$ cat src/rtl/note_sequencer_if.sv
// Song memory bus between the note sequencer and the song ROM.
//   mem_rd   : one-cycle read strobe from the sequencer
//   mem_addr : note index to read (valid while mem_rd is high)
//   mem_data : 4 lane bits returned by the ROM the cycle after mem_rd
interface note_sequencer_if;
    logic       mem_rd;
    logic [5:0] mem_addr;
    logic [3:0] mem_data;

    modport master (output mem_rd, output mem_addr, input mem_data);
    modport slave  (input mem_rd, input mem_addr, output mem_data);
endinterface

$ cat src/rtl/note_sequencer.sv
// Song playback pacer. While the game mode is RUN it counts beats at a tempo
// chosen by the difficulty latched on RUN entry, fetches one 4-lane note word
// per beat from song memory and presents it to the note/display pipeline.
//
// Ports:
//   clk, rst    : 12 MHz clock, asynchronous active-high reset
//   mode        : game mode (1 IDLE, 2 EDIT, 3 DIFF, 4 RUN, 5 PAUSE, 6 FINISH)
//   difficulty  : tempo select, sampled only on IDLE->RUN entry
//   mem         : song memory bus (read strobe, address, returned data)
//   beat        : one-cycle pulse at each beat boundary
//   note_out    : last fetched note lanes
//   note_valid  : one-cycle pulse when note_out updates
//   note_count  : notes issued so far, saturates at SONG_LEN
//   done        : level, song complete or skipped to FINISH
module note_sequencer #(
    parameter int SONG_LEN  = 41,
    parameter int BEAT_EASY = 6000000,
    parameter int BEAT_MED  = 4500000,
    parameter int BEAT_HARD = 3000000,
    parameter int CNT_W     = 24
) (
    input  logic                  clk,
    input  logic                  rst,
    input  logic [2:0]            mode,
    input  logic [1:0]            difficulty,
    note_sequencer_if.master      mem,
    output logic                  beat,
    output logic [3:0]            note_out,
    output logic                  note_valid,
    output logic [5:0]            note_count,
    output logic                  done
);

    localparam logic [2:0] M_IDLE   = 3'd1;
    localparam logic [2:0] M_EDIT   = 3'd2;
    localparam logic [2:0] M_DIFF   = 3'd3;
    localparam logic [2:0] M_RUN    = 3'd4;
    localparam logic [2:0] M_FINISH = 3'd6;

    typedef enum logic [2:0] {
        S_IDLE,
        S_WAIT,
        S_FETCH,
        S_LATCH,
        S_DONE
    } state_t;

    state_t             state;
    logic [CNT_W-1:0]   beat_cnt;
    logic [CNT_W-1:0]   period;
    logic [CNT_W-1:0]   period_sel;
    logic               mem_rd_q;
    logic               counting;
    logic               wrap;
    logic [5:0]         count_inc;

    always_comb begin
        period_sel = CNT_W'(BEAT_HARD);
        case (difficulty)
            2'd0:    period_sel = CNT_W'(BEAT_EASY);
            2'd1:    period_sel = CNT_W'(BEAT_MED);
            default: period_sel = CNT_W'(BEAT_HARD);
        endcase
    end

    // The counter keeps running through FETCH/LATCH so the beat grid does not
    // slip by the two fetch cycles; PAUSE (or any non-RUN mode) freezes it.
    assign counting  = (mode == M_RUN) &&
                       (state == S_WAIT || state == S_FETCH || state == S_LATCH);
    assign wrap      = counting && (beat_cnt == period - CNT_W'(1));
    assign count_inc = note_count + 6'd1;

    // note_count does not move between WAIT and FETCH, so it doubles as the
    // read address.
    assign mem.mem_rd   = mem_rd_q;
    assign mem.mem_addr = note_count;

    always_ff @(posedge clk or posedge rst) begin
        if (rst) begin
            state      <= S_IDLE;
            beat_cnt   <= '0;
            period     <= '0;
            beat       <= 1'b0;
            mem_rd_q   <= 1'b0;
            note_out   <= '0;
            note_valid <= 1'b0;
            note_count <= '0;
            done       <= 1'b0;
        end else begin
            beat       <= 1'b0;
            mem_rd_q   <= 1'b0;
            note_valid <= 1'b0;

            if (counting) begin
                if (wrap) begin
                    beat_cnt <= '0;
                    beat     <= 1'b1;
                end else begin
                    beat_cnt <= beat_cnt + CNT_W'(1);
                end
            end

            case (state)
                S_IDLE: begin
                    note_count <= '0;
                    beat_cnt   <= '0;
                    note_out   <= '0;
                    done       <= 1'b0;
                    if (mode == M_RUN) begin
                        period <= period_sel;
                        state  <= S_WAIT;
                    end
                end

                S_WAIT: begin
                    case (mode)
                        M_RUN: begin
                            if (wrap) begin
                                mem_rd_q <= 1'b1;
                                state    <= S_FETCH;
                            end
                        end
                        // Skip to end: keep the count reached so far.
                        M_FINISH: begin
                            done  <= 1'b1;
                            state <= S_DONE;
                        end
                        M_IDLE, M_EDIT, M_DIFF: begin
                            note_count <= '0;
                            beat_cnt   <= '0;
                            note_out   <= '0;
                            done       <= 1'b0;
                            state      <= S_IDLE;
                        end
                        // PAUSE and unused codes: hold everything.
                        default: ;
                    endcase
                end

                // Fetch is atomic: FETCH and LATCH always complete whatever
                // the mode does; the new mode is honoured back in WAIT.
                S_FETCH: state <= S_LATCH;

                S_LATCH: begin
                    note_out   <= mem.mem_data;
                    note_valid <= 1'b1;
                    note_count <= count_inc;
                    if (count_inc == 6'(SONG_LEN)) begin
                        done  <= 1'b1;
                        state <= S_DONE;
                    end else begin
                        state <= S_WAIT;
                    end
                end

                S_DONE: begin
                    if (mode == M_IDLE) begin
                        note_count <= '0;
                        note_out   <= '0;
                        done       <= 1'b0;
                        state      <= S_IDLE;
                    end
                end

                default: state <= S_IDLE;
            endcase
        end
    end

endmodule
$ cat src/flat_wrapper.sv
// flat-port wrapper written by rule: the top's interface ports become plain ports
module note_sequencer_flat 
#(
    parameter int SONG_LEN  = 41,
    parameter int BEAT_EASY = 6000000,
    parameter int BEAT_MED  = 4500000,
    parameter int BEAT_HARD = 3000000,
    parameter int CNT_W     = 24
)
  (clk, rst, mode, difficulty, beat, note_out, note_valid, note_count, done, mem_mem_rd, mem_mem_addr, mem_mem_data);
  note_sequencer_if mem_i ();
  input  logic clk;
  input  logic rst;
  input  logic [2:0] mode;
  input  logic [1:0] difficulty;
  output logic beat;
  output logic [3:0] note_out;
  output logic note_valid;
  output logic [5:0] note_count;
  output logic done;
  output wire logic [$bits(mem_i.mem_rd)-1:0] mem_mem_rd;
  output wire logic [$bits(mem_i.mem_addr)-1:0] mem_mem_addr;
  input wire logic [$bits(mem_i.mem_data)-1:0] mem_mem_data;
  assign mem_mem_rd = mem_i.mem_rd;
  assign mem_mem_addr = mem_i.mem_addr;
  assign mem_i.mem_data = mem_mem_data;
  note_sequencer #(.SONG_LEN(SONG_LEN), .BEAT_EASY(BEAT_EASY), .BEAT_MED(BEAT_MED), .BEAT_HARD(BEAT_HARD), .CNT_W(CNT_W)) u_core (.clk(clk), .rst(rst), .mode(mode), .difficulty(difficulty), .mem(mem_i), .beat(beat), .note_out(note_out), .note_valid(note_valid), .note_count(note_count), .done(done));
endmodule
$ cat config.mk
export PLATFORM = sky130hd
export DESIGN_NAME = note_sequencer_flat
export DESIGN_NICKNAME = d
export VERILOG_FILES = /design/src/rtl/note_sequencer_if.sv /design/src/rtl/note_sequencer.sv /design/src/flat_wrapper.sv
export SDC_FILE = /design/constraint.sdc
export NUM_CORES = 1
export LEC_CHECK = 0
export BUFFER_PORTS_ARGS = -buffer_cell sky130_fd_sc_hd__buf_4
export CAP_MARGIN = 20
export CORE_ASPECT_RATIO = 0.75
export CORE_UTILIZATION = 25
export DETAILED_ROUTE_END_ITERATION = 8
export GPL_TIMING_DRIVEN = 0
export PLACE_DENSITY_LB_ADDON = 0.25
export SYNTH_ARGS = -nofsm -noshare
export SYNTH_HDL_FRONTEND = slang
export SYNTH_SLANG_ARGS = --single-unit
$ cat constraint.sdc
create_clock -name clk -period 3.7 [get_ports clk]
set_input_delay 0.74 -clock clk [delete_from_list [all_inputs] [get_ports clk]]
set_output_delay 0.74 -clock clk [all_outputs]
set_load 0.02 [all_outputs]
==> metrics.md <==
| Metric | Value |
|---|---|
| Status | complete, no violations |
| Data required time of the worst path | ~3.8 ns |
| Sequential-to-total area share from yosys stat | 0.3943 |
| Deepest clock path buffer count | 2 |
| Switching share of total power | 0.3779 |
| Placer's final routability congestion estimate | slightly below 0.9 |
| Final min period | 3.251 ns |
| Via count of the first global-routing pass | roughly 2400 |
| Cell-internal power | just over 1000 uW |
| Total number of vias | around 2700 |
| Number of library cell types mapped by synthesis | 53 |
| CTS sink count | 48 |
| Worst IR drop on VDD | between 0.2 and 0.25 mV |
| Pre-CTS setup slack | 0.5243 ns |
| Die span in x | 129.5 um |
| Cell area after synthesis | between 0.003 and 0.004 mm^2 |
| Largest cells by area after synthesis | sky130_fd_sc_hd__dfrtp_1 (39%), sky130_fd_sc_hd__xnor2_1 (5.7%), sky130_fd_sc_hd__xor2_1 (5.2%) |
| Cts-stage hold buffer count | 0 |
| Total setup buffers inserted after CTS | 0 |
| CTS tree | yes |
| Power share of the clock group | 0.284 |
| R2R Path Start | u_core.period[21] |
| Setup TNS | 0 ns |
| Total count of max-transition violations in the final report | 0 |
| Synthesis-to-finish area growth | 19.47% |
| Transition time of the tightest slew-check pin | a little under 1 ns |
| Leading area contributor after synthesis | sky130_fd_sc_hd__dfrtp_1 |
| Floorplan row count | 34 |
| Detailed-route wire length | 7839 um |
| Maximum number of pins on one net before global-route repair | 41 |
| Commonest register cell after synthesis | sky130_fd_sc_hd__dfrtp_1 |
| Critical path capture point type | flip-flop |
| List of cells traversed by the critical path | clkbuf_1 > inv_1 > ha_1 > clkbuf_1 > or3_1 > a2111oi_0 > o31ai_1 > nor3_2 > buf_4 > nor3_1 |
| Clock insertion delay at the later pin of the skew report | 0.29 ns |
| Max Cap Violations | 0 |
| Met2 Wirelength | 3228 um |
| Most repeated library cell on the critical path | sky130_fd_sc_hd__clkbuf_1 |
| Crit-path max cell delay | 0.65 ns |
| 1st-pass router iterations | 4 |
| Fin Hold WS | roughly 0.37 ns |
| Number of nets in the finished design | slightly below 400 |
| Filler instances | about 1300 |
| Setup CP Type | reg2reg |
| Post-synth EDFFs | 0 |
| Clock root buffer | sky130_fd_sc_hd__clkbuf_16 |
| Final setup fails | 0 |
| Post-cts gate resize count | 0 |
| Data arrival, critical path | 3.38 ns |
| Fmax | 0.3076 GHz |
| Relative max-transition margin | 0.3389 |
| Highest net fanout along the worst path | 10 |
| Fraction of final layout cells sized beyond drive strength 1 | 0.1540 |
| Utilization after layout | 0.3100 |
| Initial antenna violation count | 0 |
| Met1 wire length | 4243 um |
| Number of DRC violations after detailed-routing iteration 0 | ~190 |
| Ant diodes | 0 |
| Net switching power | around 630 uW |
| Overall global routing resource usage | 0.1292 |
| Portion of total power attributed to sequential cells | 0.360 |
| Total DRC errors in the routed layout | 0 |
| Fin. Hold Viols | 0 |
| Detail Placement HPWL | just under 6000 um |
| Mean number of vias per cell | 4.993 |
| Routed wirelength normalized by instance count | 14.38 um |
| Flip-flop and latch count after synthesis | between 40 and 50 |
| Placed cell count | around 540 |
| Share of the synthesized area in the top cell type | 0.3943 |
| Hold Crit Class | in2async |
| Leftover overflow at the end of global routing | 0 |
| Start point of the critical path | u_core.period[21] |
| Instance count of the mapped netlist | roughly 350 |
| Setup repair after global routing missed its margin | false |
| Port-buffer cells | 29 |
| Number of buffers added by the clock tree synthesis step | 5 |
| Global-route wire length before repair | 12890 um |
| Combinational share of power | 0.356 |
| Post-synthesis net count | 360 |
| Number of warnings issued by yosys | 0 |
| Part of the cycle the worst path needs | 0.8785 |
| Highest metal used | met4 |
| Final setup slack of the worst path | about 0.45 ns |
| Slowest cell on crit path | sky130_fd_sc_hd__a2111oi_0 |
| Ports placed on the boundary | 31 |
| Startpoint type of the worst setup path | flip-flop |
| Number of non-filler instances in the completed layout | roughly 550 |
| H-tree levels | 2 |
| Vertical extent of the die | ~98 um |
| Clock-pin slew on the worst setup and hold paths | 0.07 ns |
| Full die area | roughly 0.013 mm^2 |
| Power Density | 459.1 mW/mm^2 |
| Final clock skew | a little over 0.005 ns |
| Share of async-settable or async-resettable flops after synthesis | 1.000 |
| Syn_area_per_cell | just under 9 um^2 |
| Number of routed nets with antenna violations | 0 |
| Leakage power | ~0.0014 uW |
| Area of the placeable core | roughly 0.012 mm^2 |
| Starting utilization of the core area | 0.2595 |
| Met3 wire length | approximately 310 um |
## synthesized netlist by cell type, types with 2 or more instances
library cell and number:
sky130_fd_sc_hd__nor2b_1 3, sky130_fd_sc_hd__inv_1 17, sky130_fd_sc_hd__a2111oi_0 2, sky130_fd_sc_hd__nand2_1 26, sky130_fd_sc_hd__nor2_1 30, sky130_fd_sc_hd__a211oi_1 4
sky130_fd_sc_hd__a22o_1 6, sky130_fd_sc_hd__or3_1 3, sky130_fd_sc_hd__nor3b_1 2, sky130_fd_sc_hd__nand3_1 18, sky130_fd_sc_hd__nor4_1 10, sky130_fd_sc_hd__nor4b_1 6
sky130_fd_sc_hd__a221oi_1 2, sky130_fd_sc_hd__nand4_1 7, sky130_fd_sc_hd__nor3_1 28, sky130_fd_sc_hd__a21oi_1 7, sky130_fd_sc_hd__xor2_1 18, sky130_fd_sc_hd__clkbuf_1 13
sky130_fd_sc_hd__o21ai_0 13, sky130_fd_sc_hd__buf_4 9, sky130_fd_sc_hd__dfrtp_1 48, sky130_fd_sc_hd__nand2b_1 2, sky130_fd_sc_hd__ha_1 4, sky130_fd_sc_hd__a2111o_1 3
sky130_fd_sc_hd__o22ai_1 4, sky130_fd_sc_hd__o31ai_1 4, sky130_fd_sc_hd__nor3_2 2, sky130_fd_sc_hd__o211ai_1 3, sky130_fd_sc_hd__buf_2 2, sky130_fd_sc_hd__o41ai_1 3
sky130_fd_sc_hd__xnor2_1 20, sky130_fd_sc_hd__a22oi_1 2, sky130_fd_sc_hd__or2_2 2, sky130_fd_sc_hd__a31oi_1 3
## flip-flops by register name, summed over array words and instances, names as in the netlist
register             count
u_core.beat              1
u_core.beat_cnt         24
u_core.done              1
u_core.mem.mem_addr      6
u_core.mem.mem_rd        1
u_core.note_out          4
u_core.note_valid        1
u_core.period            7
u_core.state             3
## per-stage QoR
stage                     cell area [um^2]  power [uW]
final                                 3640        1671
after global routing                  3640        1786
after CTS                             3640        1688
after detailed placement              3487        1203
after global placement                3467        1202
after floorplan                       3047        1051
## power by group through the flow
| stage | Clock, uW | Combinational [uW] | Sequential (uW) |
|---|---|---|---|
| after floorplan | 0 | 451 | 599 |
| after global placement | 0 | 591 | 611 |
| after detailed placement | 0 | 593 | 610 |
| after CTS | 493 | 593 | 602 |
| after global routing | 518 | 661 | 608 |
| final | 475 | 595 | 601 |
## kinds of logic after synthesis
group           Yosys count  synth area share
compound gates           65            0.1618
mux                       1          0.003696
flops                    48            0.3942
simple gates            146            0.2497
buf+inv                  43           0.06488
xor+xnor                 38            0.1092
fa+ha+maj                 4           0.01643
## path summary, 6_finish.rpt
kind                                       end  slack (ns)  cells past startpoint
setup / recovery           u_core.beat_cnt[16]        0.45                     10
hold / removal              u_core.note_out[3]        0.37                      2
setup reg to reg           u_core.beat_cnt[16]        0.45                     10
hold reg to reg             u_core.note_out[3]        0.50                      1
max in group asynchronous  u_core.beat_cnt[23]        2.84                      3
min in group clk            u_core.note_out[3]        0.50                      1
## layout by cell type, fill, tap and decap left out, types with 7 or more instances in the layout
cell,count
sky130_fd_sc_hd__dfrtp_1,48
sky130_fd_sc_hd__buf_4,38
sky130_fd_sc_hd__nor2_1,30
sky130_fd_sc_hd__nor3_1,28
sky130_fd_sc_hd__nand2_1,26
sky130_fd_sc_hd__xnor2_1,20
sky130_fd_sc_hd__nand3_1,18
sky130_fd_sc_hd__xor2_1,18
sky130_fd_sc_hd__inv_1,16
sky130_fd_sc_hd__clkbuf_1,13
sky130_fd_sc_hd__o21ai_0,13
sky130_fd_sc_hd__nor4_1,10
sky130_fd_sc_hd__a21oi_1,7
sky130_fd_sc_hd__nand4_1,7
## critical path, delay by kind of cell (launching register included)
family,cells,cell delay (ns)
AOI/OAI and AO/OA,2,0.88
adders and majority gates,1,0.22
buffers and inverters,4,0.95
DFF,1,0.33
and+or+nand+nor,3,0.71
## area by class of cell
cell class,count,area (um^2),area share
Clock buffer,6,138.9,0.03816
Inverter,18,67.56,0.01856
Tap cell,162,202.7,0.05569
Multi-Input combinational cell,254,1648,0.4527
Buffer,25,130.1,0.03575
Clock inverter,2,13.76,0.003781
Sequential cell,48,1201,0.3300
Timing Repair Buffer,30,237.7,0.06531
## layer usage
layer,track usage,up-vias
met4,0.03220,0
met3,0.01872,4
li1,-,1318
met1,0.2101,1346
met2,0.1716,53
met5,0,-
Power figures use the tool's default switching activity.
